===== config.mk =====
export PLATFORM = sky130hd
export DESIGN_NAME = hazard_unit
export DESIGN_NICKNAME = d
export VERILOG_FILES = /design/src/rtl/hazard_unit.sv
export SDC_FILE = /design/constraint.sdc
export NUM_CORES = 1
export LEC_CHECK = 0
export ABC_CLOCK_PERIOD_IN_PS = 2150
export BUFFER_PORTS_ARGS = -buffer_cell sky130_fd_sc_hd__buf_2
export CAP_MARGIN = 20
export CELL_PAD_IN_SITES_DETAIL_PLACEMENT = 2
export CELL_PAD_IN_SITES_GLOBAL_PLACEMENT = 2
export CORE_MARGIN = 4
export CORE_UTILIZATION = 28
export CTS_BUF_LIST = sky130_fd_sc_hd__clkbuf_4
export DETAILED_ROUTE_END_ITERATION = 7
export PLACE_DENSITY = 0.84
export SYNTH_ARGS = -nofsm -noshare
export SYNTH_HDL_FRONTEND = slang
export SYNTH_SLANG_ARGS = --single-unit

===== constraint.sdc =====
create_clock -name clk -period 2.15 [get_ports clk]
set_clock_uncertainty 0.15 [all_clocks]
set_input_delay 0.1075 -clock clk [delete_from_list [all_inputs] [get_ports clk]]
set_output_delay 0.1075 -clock clk [all_outputs]
set_load 0.02 [all_outputs]

===== src/rtl/hazard_unit.sv =====
// Stall/flush controller for the 5-stage MIPS pipeline.
// Covers load-use and ID-stage branch operand hazards; counts stalls/flushes.
module hazard_unit #(
  parameter int CNT_W = 16
) (
  input  logic             clk,
  input  logic             rst,
  input  logic [4:0]       ID_Rs,
  input  logic [4:0]       ID_Rt,
  input  logic             ID_UsesRt,
  input  logic             ID_Branch,
  input  logic             BranchTaken,
  input  logic             Jump,
  input  logic             ID_Ex_MemRead,
  input  logic             ID_Ex_RegWrite,
  input  logic [4:0]       ID_Ex_WriteReg,
  input  logic             Ex_Mem_MemRead,
  input  logic [4:0]       Ex_Mem_WriteReg,
  output logic             PCWrite,
  output logic             IF_ID_Write,
  output logic             ID_Ex_Bubble,
  output logic             IF_ID_Flush,
  output logic [CNT_W-1:0] stall_cycles,
  output logic [CNT_W-1:0] flush_count
);

  logic [1:0]       rem_q, rem_d;
  logic [1:0]       need;
  logic             ex_match, mem_match;
  logic             run, stall, flush;
  logic [CNT_W-1:0] stall_q, stall_d;
  logic [CNT_W-1:0] flush_q, flush_d;

  // $0 is hardwired, so it never produces a dependency
  assign ex_match = (ID_Ex_WriteReg != 5'd0) &&
                    ((ID_Ex_WriteReg == ID_Rs) ||
                     (ID_UsesRt && (ID_Ex_WriteReg == ID_Rt)));

  assign mem_match = (Ex_Mem_WriteReg != 5'd0) &&
                     ((Ex_Mem_WriteReg == ID_Rs) ||
                      (ID_UsesRt && (Ex_Mem_WriteReg == ID_Rt)));

  always_comb begin
    need = 2'd0;
    if (ID_Branch && ID_Ex_RegWrite && !ID_Ex_MemRead && ex_match)
      need = 2'd1;
    if (ID_Branch && Ex_Mem_MemRead && mem_match)
      need = 2'd1;
    if (ID_Ex_MemRead && ex_match)
      need = ID_Branch ? 2'd2 : 2'd1;
  end

  assign run   = (rem_q == 2'd0);
  assign stall = run ? (need != 2'd0) : 1'b1;
  assign flush = !stall && (BranchTaken || Jump);

  always_comb begin
    rem_d = 2'd0;
    if (run) begin
      if (need != 2'd0)
        rem_d = need - 2'd1;
    end else begin
      rem_d = rem_q - 2'd1;
    end
  end

  always_comb begin
    stall_d = stall_q;
    flush_d = flush_q;
    if (stall && !(&stall_q))
      stall_d = stall_q + 1'b1;
    if (flush && !(&flush_q))
      flush_d = flush_q + 1'b1;
  end

  always_ff @(posedge clk or posedge rst) begin
    if (rst) begin
      rem_q   <= 2'd0;
      stall_q <= '0;
      flush_q <= '0;
    end else begin
      rem_q   <= rem_d;
      stall_q <= stall_d;
      flush_q <= flush_d;
    end
  end

  // reset overrides the controls combinationally so a stall aborts at once
  assign PCWrite      = rst | !stall;
  assign IF_ID_Write  = rst | !stall;
  assign ID_Ex_Bubble = !rst & stall;
  assign IF_ID_Flush  = !rst & flush;

  assign stall_cycles = stall_q;
  assign flush_count  = flush_q;

endmodule


==> impl_metrics.py <==
metrics = {
    "status": {
        "status": "finished clean",
    },
    "timing": {
        "hold_viol": 0,
        "worst_slack_ns": 0.0483,
        "drv_slew": 0,
        "fmax_ghz": 0.476,
        "tightest_slew_ns": 0.440,
        "period_share_pct": 97.8,
        "period_minus_slack_ns": 2.10,
        "maxSlewHeadroom_pct": 70.7,
        "setup_viol": 0,
        "rsz0062_at_grt": "yes",
    },
    "global_routing": {
        "grt.overflow.total": 0,
        "grt_pass1_vias": 1963,
        "grt_pass1_wl_mm": 9.69,
        "busiest_layer": "met2",
        "grt_use_met1_pct": 17.3,
        "grtUsageMet3_pct": 3.69,
        "grt_antenna_before_repair": 0,
        "use_met2_pct": 30.0,
        "track_usage_pct": 15.5,
        "grt_max_degree": 35,
    },
    "die": {
        "dieArea_um2": 8020,
        "fp.dieW_um": 89.5,
        "die_h_um": 89.5,
        "start_util_pct": 29.2,
        "ios": 65,
        "core_um2": 6390,
        "rows": 29,
    },
    "worst_hold_path": {
        "min_path_cells": 3,
        "hold_end": "flush_count[14]$_DFFE_PP0P_",
        "hold_path_class": "in -> reg",
        "worstHoldStart": "BranchTaken",
    },
    "cts": {
        "htree_num_levels": 2,
        "cts_tree": "yes",
        "path_clk_slew_ns": 0.12,
        "insertion_delay_ns": 0.33,
        "cts_sinks": 34,
        "cts_buffers": 5,
        "clock-root-buffer": "clkbuf_4",
        "cts_buffer_depth": 2,
    },
    "setup_path": {
        "timing.critical_path.slowest_stage_cell": "dfrtp_2",
        "critical_path.top_delay_family": "simple AND/OR/NAND/NOR gates",
        "arrival_ns": 2.17,
        "rrSetupSlack_ns": 0.05,
        "cp_cell_sequence": "nand3_4, nor2_4, nand4_1, or3_4, o22ai_4, clkbuf_16, nor2_1, xor2_1",
        "cpPeakStageDelay_ns": 0.42,
        "end_kind": "register",
        "crit_required_ns": 2.22,
        "r2r_end": "stall_cycles[3]$_DFFE_PP0P_",
        "path_class": "reg -> reg",
        "cp_max_fo": 7,
        "rr_startpoint": "stall_cycles[5]$_DFFE_PP0P_",
        "crit_buf_inv": 1,
        "start_kind": "register",
        "reg2reg_depth": 8,
    },
    "placed_design": {
        "dp_hpwl_mm": 4.65,
        "placed_area_um2": 2370,
        "post-place-ws_ns": -0.114,
        "place_congestion": 0.797,
        "portBuffers": 64,
    },
    "yosys": {
        "syn_inst": 181,
        "netlist_area_um2": 1860,
        "synth_common_cells": "dfrtp_1, xnor2_1, xor2_1, nand2_1, nand3_1",
        "synth_cell_types": 31,
        "ys_seq_elements": 34,
        "synth_seq_area_share_pct": 45.7,
        "yosys.area.top_type_share_pct": 45.7,
        "yosysTopAreaCell": "dfrtp_1",
        "postSynthAreaPerCell_um2": 10.3,
        "synth_area_leaders": "dfrtp_1, xnor2_1, xor2_1",
        "ys_warn_count": 0,
        "syn_nets": 212,
        "async_reset_ff_share_pct": 100,
        "synth_edf_count": 0,
        "synth-main-ff-cell": "dfrtp_1",
    },
    "power_and_ir_drop": {
        "power_density_nw_per_um2": 740,
        "ir_worst_vdd_v": 0.000391,
        "p_leak_nw": 1.26,
    },
    "cells_and_area": {
        "final_area_um2": 2530,
        "area_growth_pct": 36.0,
        "fill_cells": 725,
        "final_nets": 300,
        "drive_gt1_share_pct": 38.1,
        "antennaDiodeCount": 0,
    },
    "route": {
        "drc": 0,
        "vias": 1688,
        "drt_iter0_drc": 22,
        "ant_nets": 0,
        "wire_per_inst_um": 17.4,
        "dr.pass1.iters": 4,
        "vias_per_cell": 4.86,
        "finalWirelength_mm": 6.04,
    },
    "run": {
        "max_cap_viol_count": 0,
    },
}
==> final cells by class <==
class                   count  area, um^2  area share [%]
clock buffers               6        45.0            1.78
clock inverters             2        8.76           0.346
inverters                   7        26.3            1.04
multi-input cells         137         993            39.2
flip-flops and latches     34         855            33.7
well taps                  77        96.3            3.80
repair buffers             84         508            20.1
==> cell usage in the layout (no fill, tap or decap), drive strengths merged, types with 4 or more instances in the layout <==
cell type  netlist  final
and3             4      4
dfrtp           34     34
nand2           14     14
clkbuf           0      7
nand4           11     11
nand3           13     13
xnor2           34     34
buf              3     80
nor3             9      9
inv              7      7
nor2            12     12
xor2            15     15
==> registers in the layout, indices dropped and copies added (netlist names) <==
name / cells
flush_count: 16
rem_q: 2
stall_cycles: 16
==> per-layer routing <==
metal / vias up / share of wire, %
met2: 33 / 55
met5: - / 0
met4: 0 / 0.88
met3: 6 / 3.8
met1: 850 / 40
li1: 799 / -
==> power by group <==
part	total [W]	switching [W]	internal [W]
clock	0.000355	0.000220	0.000136
combinational	0.000657	0.000375	0.000282
sequential	0.000862	0.000124	0.000738
total	0.00187	0.000719	0.00116
==> worst max path at each step <==
stage / startpoint / end / slack [ns] / depth (start not counted)
floorplan: stall_cycles[3]$_DFFE_PP0P_ / stall_cycles[1]$_DFFE_PP0P_ / 0.007 / 7
global placement: ID_Ex_WriteReg[4] / stall_cycles[13]$_DFFE_PP0P_ / -0.03 / 9
detailed placement: ID_Ex_WriteReg[4] / stall_cycles[7]$_DFFE_PP0P_ / -0.11 / 9
CTS: ID_Ex_MemRead / IF_ID_Flush / 0.04 / 8
global route: stall_cycles[5]$_DFFE_PP0P_ / stall_cycles[3]$_DFFE_PP0P_ / -0.08 / 8
finish: stall_cycles[5]$_DFFE_PP0P_ / stall_cycles[3]$_DFFE_PP0P_ / 0.05 / 8
==> worst reg2reg max path, cell delays in order, from the launching register on <==
cell and delay, ns:
dfrtp_2 0.42, nand3_4 0.10, nor2_4 0.12, nand4_1 0.14
or3_4 0.42, o22ai_4 0.23, clkbuf_16 0.20, nor2_1 0.06
xor2_1 0.15
==> cell families (layout without fill, tap and decap cells) <==
group / after synthesis / after routing / share of synthesized area (%)
XOR/XNOR: 49 / 49 / 23.1
flip-flops: 34 / 34 / 45.7
AO/OA/AOI/OAI: 10 / 10 / 4.91
buffers and inverters: 10 / 99 / 2.82
multiplexers: 3 / 3 / 1.81
adder cells (fa/ha/maj): 2 / 2 / 1.34
AND/OR/NAND/NOR: 73 / 73 / 20.4
==> timing repair <==
action / CTS / global route
hold buffers: 3 / 0
endpoints found under the setup margin: 0 / 20
gates resized for setup: 0 / 6
endpoints found under the hold margin: 35 / 0
setup buffers: 0 / 4
==> per-stage QoR <==
stage	instances	total power (W)	utilization (%)	hold WS, ns	setup TNS [ns]
after floorplan	181	0.00123	-	0.0989	0
after global placement	331	0.00150	37.0	0.104	-0.0304
after detailed placement	331	0.00153	37.0	0.107	-0.414
after CTS	342	0.00189	38.4	0.0927	0
after global routing	347	0.00201	39.7	0.102	-0.722
final	347	0.00187	39.7	0.106	0
Note: power is estimated with default switching activity, not from simulation.
